File: src/rtl/slc_sf_arb.sv
// slc_sf_arb: response-priority arbiter with request starvation guard,
// feeding a single-entry issue register in front of the SLC/SF lookup port.

package slc_sf_arb_pkg;

  typedef struct packed {
    logic [7:0]  txn_id;
    logic [5:0]  opcode;
    logic [15:0] addr;
    logic        ExpCompAck;
  } reqflit_t;

  typedef struct packed {
    logic [7:0] txn_id;
    logic [3:0] opcode;
    logic [7:0] dbid;
  } rspflit_t;

endpackage

module slc_sf_arb
  import slc_sf_arb_pkg::*;
#(
  parameter int STARVE_LIMIT = 4,
  parameter int CNT_W        = 16
) (
  input  logic             clock,
  input  logic             reset,
  input  logic             req_valid,
  input  reqflit_t         req_flit,
  output logic             req_ready,
  input  logic             rsp_valid,
  input  rspflit_t         rsp_flit,
  output logic             rsp_ready,
  input  logic             pocq_full,
  output logic             out_valid,
  output logic             out_sel,
  output reqflit_t         out_req,
  output rspflit_t         out_rsp,
  input  logic             out_ready,
  output logic [CNT_W-1:0] grant_cnt_req,
  output logic [CNT_W-1:0] grant_cnt_rsp
);

  localparam int              SC_W  = $clog2(STARVE_LIMIT + 1);
  localparam logic [SC_W-1:0] LIMIT = SC_W'(STARVE_LIMIT);

  typedef enum logic {
    RSP_PRI = 1'b0,
    REQ_PRI = 1'b1
  } arb_state_t;

  logic [SC_W-1:0] starve_cnt;
  logic [SC_W-1:0] starve_nxt;
  arb_state_t      state;
  logic            can_load;
  logic            req_elig;
  logic            rsp_elig;
  logic            gnt_req;
  logic            gnt_rsp;

  // Starvation counter register; the arbitration state is derived from it.
  always_ff @(posedge clock) begin
    if (reset) starve_cnt <= '0;
    else       starve_cnt <= starve_nxt;
  end

  // Next starvation count: clear when the request wins or is not contending,
  // count lost contests saturating at the limit, otherwise hold.
  always_comb begin
    starve_nxt = starve_cnt;
    if (gnt_req || !req_elig)
      starve_nxt = '0;
    else if (gnt_rsp && can_load)
      starve_nxt = (starve_cnt == LIMIT) ? starve_cnt : starve_cnt + SC_W'(1);
  end

  // Eligibility, priority state and grants; reset suppresses both grants.
  always_comb begin
    can_load  = !out_valid || out_ready;
    req_elig  = req_valid && !(req_flit.ExpCompAck && pocq_full);
    rsp_elig  = rsp_valid;
    state     = (starve_cnt == LIMIT) ? REQ_PRI : RSP_PRI;
    gnt_rsp   = !reset && can_load && rsp_elig && (!req_elig || state == RSP_PRI);
    gnt_req   = !reset && can_load && req_elig && !gnt_rsp;
    req_ready = gnt_req;
    rsp_ready = gnt_rsp;
  end

  // Issue register: load the winner, or drain when taken with no new grant.
  always_ff @(posedge clock) begin
    if (reset) begin
      out_valid <= 1'b0;
      out_sel   <= 1'b0;
      out_req   <= '0;
      out_rsp   <= '0;
    end else if (gnt_req) begin
      out_valid <= 1'b1;
      out_sel   <= 1'b0;
      out_req   <= req_flit;
    end else if (gnt_rsp) begin
      out_valid <= 1'b1;
      out_sel   <= 1'b1;
      out_rsp   <= rsp_flit;
    end else if (out_ready) begin
      out_valid <= 1'b0;
    end
  end

  // Wrapping grant performance counters.
  always_ff @(posedge clock) begin
    if (reset) begin
      grant_cnt_req <= '0;
      grant_cnt_rsp <= '0;
    end else begin
      if (gnt_req) grant_cnt_req <= grant_cnt_req + CNT_W'(1);
      if (gnt_rsp) grant_cnt_rsp <= grant_cnt_rsp + CNT_W'(1);
    end
  end

endmodule

File: config.mk
export PLATFORM = sky130hd
export DESIGN_NAME = slc_sf_arb
export DESIGN_NICKNAME = d
export VERILOG_FILES = /design/src/rtl/slc_sf_arb.sv
export SDC_FILE = /design/constraint.sdc
export NUM_CORES = 1
export LEC_CHECK = 0
export ABC_AREA = 0
export CORE_ASPECT_RATIO = 0.6
export CORE_UTILIZATION = 46
export DETAILED_ROUTE_END_ITERATION = 8
export HOLD_SLACK_MARGIN = 0.02
export PLACE_DENSITY = 0.85
export SYNTH_ARGS = -nofsm -noshare
export SYNTH_HDL_FRONTEND = slang
export SYNTH_SLANG_ARGS = --single-unit
File: constraint.sdc
create_clock -name clock -period 3.4 [get_ports clock]
set_input_delay 0.68 -clock clock [delete_from_list [all_inputs] [get_ports clock]]
set_output_delay 0.68 -clock clock [all_outputs]
set_load 0.02 [all_outputs]
---- Yosys cells after proc, flatten, opt, wreduce, memory -nomap -nowiden ----
Cells that the tools add are included.
word-level totals
  register bits ........................... 88
  bits of input ports ..................... 57
cells by class
  add/sub/neg operators ................... 3
  eq/ne operators ......................... 1
  mux-type cells .......................... 4
  bitwise operators ....................... 3
  reduce and logical (&&, ||, !) cells .... 21
operator list
  operator                                       number
  adder 16 x 1 -> 16 bit, second input constant  2
  logical AND 1 bit                              8
  logical NOT 1 bit                              5
  two-way mux 1 bit                              4
  AND reduction 2 bit                            2
  OR reduction 2 bit                             2
  adder 3 x 1 -> 3 bit, second input constant    1
  == test 3 bit, second input constant           1
  logical OR 1 bit                               3
  NOT 1 bit                                      3
  nonzero test 3 bit                             1

---- Logic depth before layout (Yosys ltp) ----
  word-level depth ........................ 10
  gate-level depth with buffers ........... 8
  gate-level depth less buffers ........... 7

---- Least setup slack after synthesis ----
Ideal clock, no wire load.
  kind .................................... input -> output
  start point ............................. input port reset
  end point ............................... output port rsp_ready
  data arrival time ....................... 1.682 ns
  required time ........................... 2.720 ns
  setup slack ............................. 1.038 ns
  stages .................................. 5
  path through ............................ buf_2 -> nor2b_2 -> o211ai_2 -> clkinv_1 -> clkbuf_1
between the ends
  cells in the longest elaborated chain, start to end .. 4
ends and longest elaborated chain
  item                            RTL line  source
  from (decl)                     28        input logic reset,
  logical NOT 1 bit               84        gnt_rsp = !reset && can_load && rsp_elig && (!req_elig || state == RSP_PRI);
  logical AND 1 bit (3 in a row)  84
  to (decl)                       34        output logic rsp_ready,
Every way passes these cells.

---- Worst setup path in the final report ----
  start point ............................. input port req_valid
  end point ............................... output port req_ready
between the ends
  cells in the longest elaborated chain, start to end .. 6
ends and longest elaborated chain
  item                 RTL line  source
  from (decl)          29        input logic req_valid,
  logical AND 1 bit *  81        req_elig = req_valid && !(req_flit.ExpCompAck && pocq_full);
  logical NOT 1 bit    84
  logical OR 1 bit     84
  logical AND 1 bit    84
  logical NOT 1 bit    85        gnt_req = !reset && can_load && req_elig && !gnt_rsp;
  logical AND 1 bit *  85
  to (decl)            31        output logic req_ready,
Every way passes the cells marked *; elsewhere a longest branch is shown, timed or not.

==> metrics.log <==
INFO  metric gpl.final_weighted_congestion = just over 0.8
INFO  metric detail_route.vias_per_cell = between 5 and 6
INFO  metric dpl_cell_area = 5030 µm²
INFO  metric grt.met2_usage = between 40% and 50%
INFO  metric power_density = about 440 nW/µm²
INFO  metric cts_repair_resize_count = 0
INFO  metric cts_setup_buffers = 0
INFO  metric synth.area.mux_share = under 10%
INFO  metric chipWidth = roughly 120 µm
INFO  metric worst_ep_arrival_time = 2.42 ns
INFO  metric seq_power_share = roughly 45%
INFO  metric root_buffer = clkbuf_16
INFO  metric placedCellCount = 655
INFO  metric met1_capacity_usage_during_global_routing = 35.4%
INFO  metric grt_first_pass_wirelength = about 17 mm
INFO  metric combined_global_route_utilization_of_all_metal_layers = a little over a quarter
INFO  metric synth_compound_gate_area_share = a little under a fifth
INFO  metric postSynthCellCount = roughly 430
INFO  metric synth_seq_cells = 88
INFO  metric antenna_found_initial = 0
INFO  metric path_delay_family = buffers and inverters
INFO  metric setup.worst_path.end_class = primary output
INFO  metric totalWireLength = between 9 and 10 mm
INFO  metric final_cells = ~670
INFO  metric timing.critical_path.mode_cell = clkdlybuf4s50_1
INFO  metric number_of_global_route_vias_before_repair = 3390
INFO  metric comb_power_share = about a tenth
INFO  metric finish.utilization = 73.1%
INFO  metric intPower = 0.00183 W
INFO  metric post_cts_hold_fix_bufs = 0
INFO  metric max_stage_delay = 0.62 ns
INFO  metric clk_pin_slew_worst_paths = around 0.060 ns
INFO  metric max-clock-path-buffers = 2
INFO  metric outcome = finished clean
INFO  metric depth_of_the_worst_register_to_register_path = 7
INFO  metric maxCapViolations = 0
INFO  metric period_minus_slack = just over 3 ns
INFO  metric async_reset_ff_share = 0%
INFO  metric grtUsageMet3 = 8.39%
INFO  metric adder_cell_area_share_of_the_yosys_netlist = roughly 1.4%
INFO  metric leakagePower = ~1.8 nW
INFO  metric firstDrtPassIters = 4
INFO  metric ys_types = 42
INFO  metric grt_setup_unrepaired = no
INFO  metric die-area = around 8000 µm²
INFO  metric crit_path_cell_trace = clkdlybuf4s50_1, a21bo_2, a2111o_1, clkinv_1, clkdlybuf4s50_1
INFO  metric layout_setup_ws = approximately 0.3 ns
INFO  metric syn_avg_cell_area = just over 8 µm²
INFO  metric timing.final.setup_violations = 0
INFO  metric synth_sequential_area_ratio = approximately half
INFO  metric dieHeight = 69.8 µm
INFO  metric fin_crit_sh = between 90% and 100%
INFO  metric io_pins = roughly 140
INFO  metric synth-edff-count = 0
INFO  metric timing.critical_path.slowest_stage_cell = clkdlybuf4s50_1
INFO  metric hp-class = reg2reg
INFO  metric antennaDiodeCount = 0
INFO  metric timing_worst_setup_path_type = in2out
INFO  metric worst_slew_pin_slew = approximately 0.91 ns
INFO  metric fraction_of_final_layout_cells_with_drive_strength_greater_than_1 = under 10%
INFO  metric critPathLaunch = req_valid
INFO  metric crit_buf_inv = 3
INFO  metric syn-num-nets = roughly 490
INFO  metric core_area = about 7300 µm²
INFO  metric setup.worst_path.start_class = input pin
INFO  metric setup_tns = 0 ns
INFO  metric maxClockFrequency = 323 MHz
INFO  metric max_slew_margin = 39.5%
INFO  metric final_antenna_net_count = 0
INFO  metric final-max-slew-violation-count = 0
INFO  metric cp-endpoint = req_ready
INFO  metric vias = 3602
INFO  metric h-tree-depth = 3
INFO  metric power.switching = roughly 0.00054 W
INFO  metric count_of_cell_instances_traversed_by_the_critical_path = 5
INFO  metric final_cell_mix = clkdlybuf4s50_1 (142), nand2_1 (121), dfxtp_1 (88), a21oi_1 (68), nand3_1 (10)
INFO  metric path_max_fanout = 4
INFO  metric layout_commonest_cell = clkdlybuf4s50_1
INFO  metric clock_sinks = 88
INFO  metric crit-reg2reg-capture = grant_cnt_req[6]
INFO  metric fin_nets = about 620
INFO  metric placement_rows = 24
INFO  metric route.detailed.drc = 0
INFO  metric total_clock_buffers_created_by_cts = 9
INFO  metric initial_util = slightly below 50%
INFO  metric tritoncts = yes
INFO  metric grt_overflow_total = 0
INFO  metric synth_top_family_by_area = simple AND/OR/NAND/NOR gates
INFO  metric regToRegSetupSlack = 1.22 ns
INFO  metric final-hold-violation-count = 0
INFO  metric port-buffer-count = around 140
INFO  metric skew = ~0.006 ns
INFO  metric grt_max_degree = 55
INFO  metric grt.busiest_layer = met2
INFO  metric dominantRegCellSynth = dfxtp_1
INFO  metric preCtsSetupSlack = ~0.29 ns
INFO  metric swShare = a little under a quarter
INFO  metric dp.final_hpwl = 7.15 mm
INFO  metric post_drt_wl_per_cell = around 15 µm
INFO  metric synth_simple_gate_area_share = 23.7%
INFO  metric ys_warn_count = 0
INFO  metric synthXorXnorAreaFrac = 0.497%
INFO  metric syn_to_final_growth = 51.8%
INFO  metric vdd_ir_drop_max = approximately 0.35 mV
INFO  metric rr_startpoint = starve_cnt[0]
INFO  metric clock_power_share = 44.2%
INFO  metric clkLatencyLatePin = 0.33 ns
INFO  metric final_non_filler_cell_area = 5350 µm²
INFO  metric drtIter0Drc = about 180
INFO  metric worst_ep_required_time = approximately 2.7 ns
INFO  metric netlist_area = roughly 3500 µm²
[cell usage after synthesis, types with 4 or more instances]
master / number / area share [%]
nand2_1: 121 / 13
o311ai_0: 6 / 1.5
ha_1: 4 / 1.4
nor2_1: 8 / 0.85
dfxtp_1: 88 / 50
inv_1: 6 / 0.64
a21oi_1: 68 / 9.6
clkbuf_1: 16 / 1.7
mux2i_1: 5 / 1.4
or4_1: 8 / 1.7
o31ai_1: 9 / 1.9
buf_2: 8 / 1.1
nand4_1: 9 / 1.6
o21ai_0: 6 / 0.85
o41ai_1: 6 / 1.5
or3_1: 5 / 0.89
nor2b_1: 4 / 0.71
nand3_1: 10 / 1.4
nor4_1: 4 / 0.71
[cell families after synthesis]
logic type,Yosys count
DFF,88
buffers and inverters,33
adders and majority gates,4
xor gates and xnor gates,2
muxes,8
AOI/OAI and AO/OA,107
and+or+nand+nor,184
[how the worst min path moves through the flow]
stage	startpoint	endpoint	slack, ns	cells after the start
final	out_req[26]	out_req[26]	0.45	2
after global routing	out_rsp[6]	out_rsp[6]	0.47	2
after CTS	out_rsp[10]	out_rsp[10]	0.45	2
after detailed placement	out_rsp[10]	out_rsp[10]	0.45	2
after global placement	out_rsp[17]	out_rsp[17]	0.44	2
after floorplan	starve_cnt[2]	starve_cnt[2]	0.46	2
[sequential cells by signal, summed over array words and instances (netlist names)]
signal / flops
starve_cnt: 3
grant_cnt_rsp: 16
out_rsp: 20
out_req: 31
out_sel: 1
out_valid: 1
grant_cnt_req: 16
[power groups by stage]
stage               Clock (W)  Sequential (W)  Combinational, W
floorplan                   0         0.00113         0.0000767
global placement            0         0.00109          0.000245
detailed placement          0         0.00110          0.000248
CTS                   0.00106         0.00107          0.000250
global route          0.00112         0.00107          0.000269
finish                0.00105         0.00107          0.000249
[worst min-delay path: cells and delay by family (launching register included)]
| family | cells | cell delay, ns |
|---|---|---|
| flops | 1 | 0.31 |
| simple gates | 1 | 0.05 |
| compound gates | 1 | 0.05 |
[through the flow]
stage	power [W]	hold WS, ns
floorplan	0.00120	0.460
global placement	0.00134	0.441
detailed placement	0.00134	0.446
CTS	0.00238	0.454
global route	0.00246	0.467
finish	0.00237	0.453
[layer usage]
layer / up-vias / wire length, µm
li1: 1776 / -
met1: 1696 / 4450
met2: 122 / 4680
met3: 8 / 752
met4: 0 / 80
met5: - / 0
[cell type report]
type,count,area (µm²)
Clock buffer,9,225
Fill cell,571,1970
Clock inverter,7,95.1
Sequential cell,88,1760
Inverter,8,30.0
Tap cell,104,130
Timing Repair Buffer,150,1480
Multi-Input combinational cell,305,1630
No activity file was read; power rests on OpenSTA's default activity.
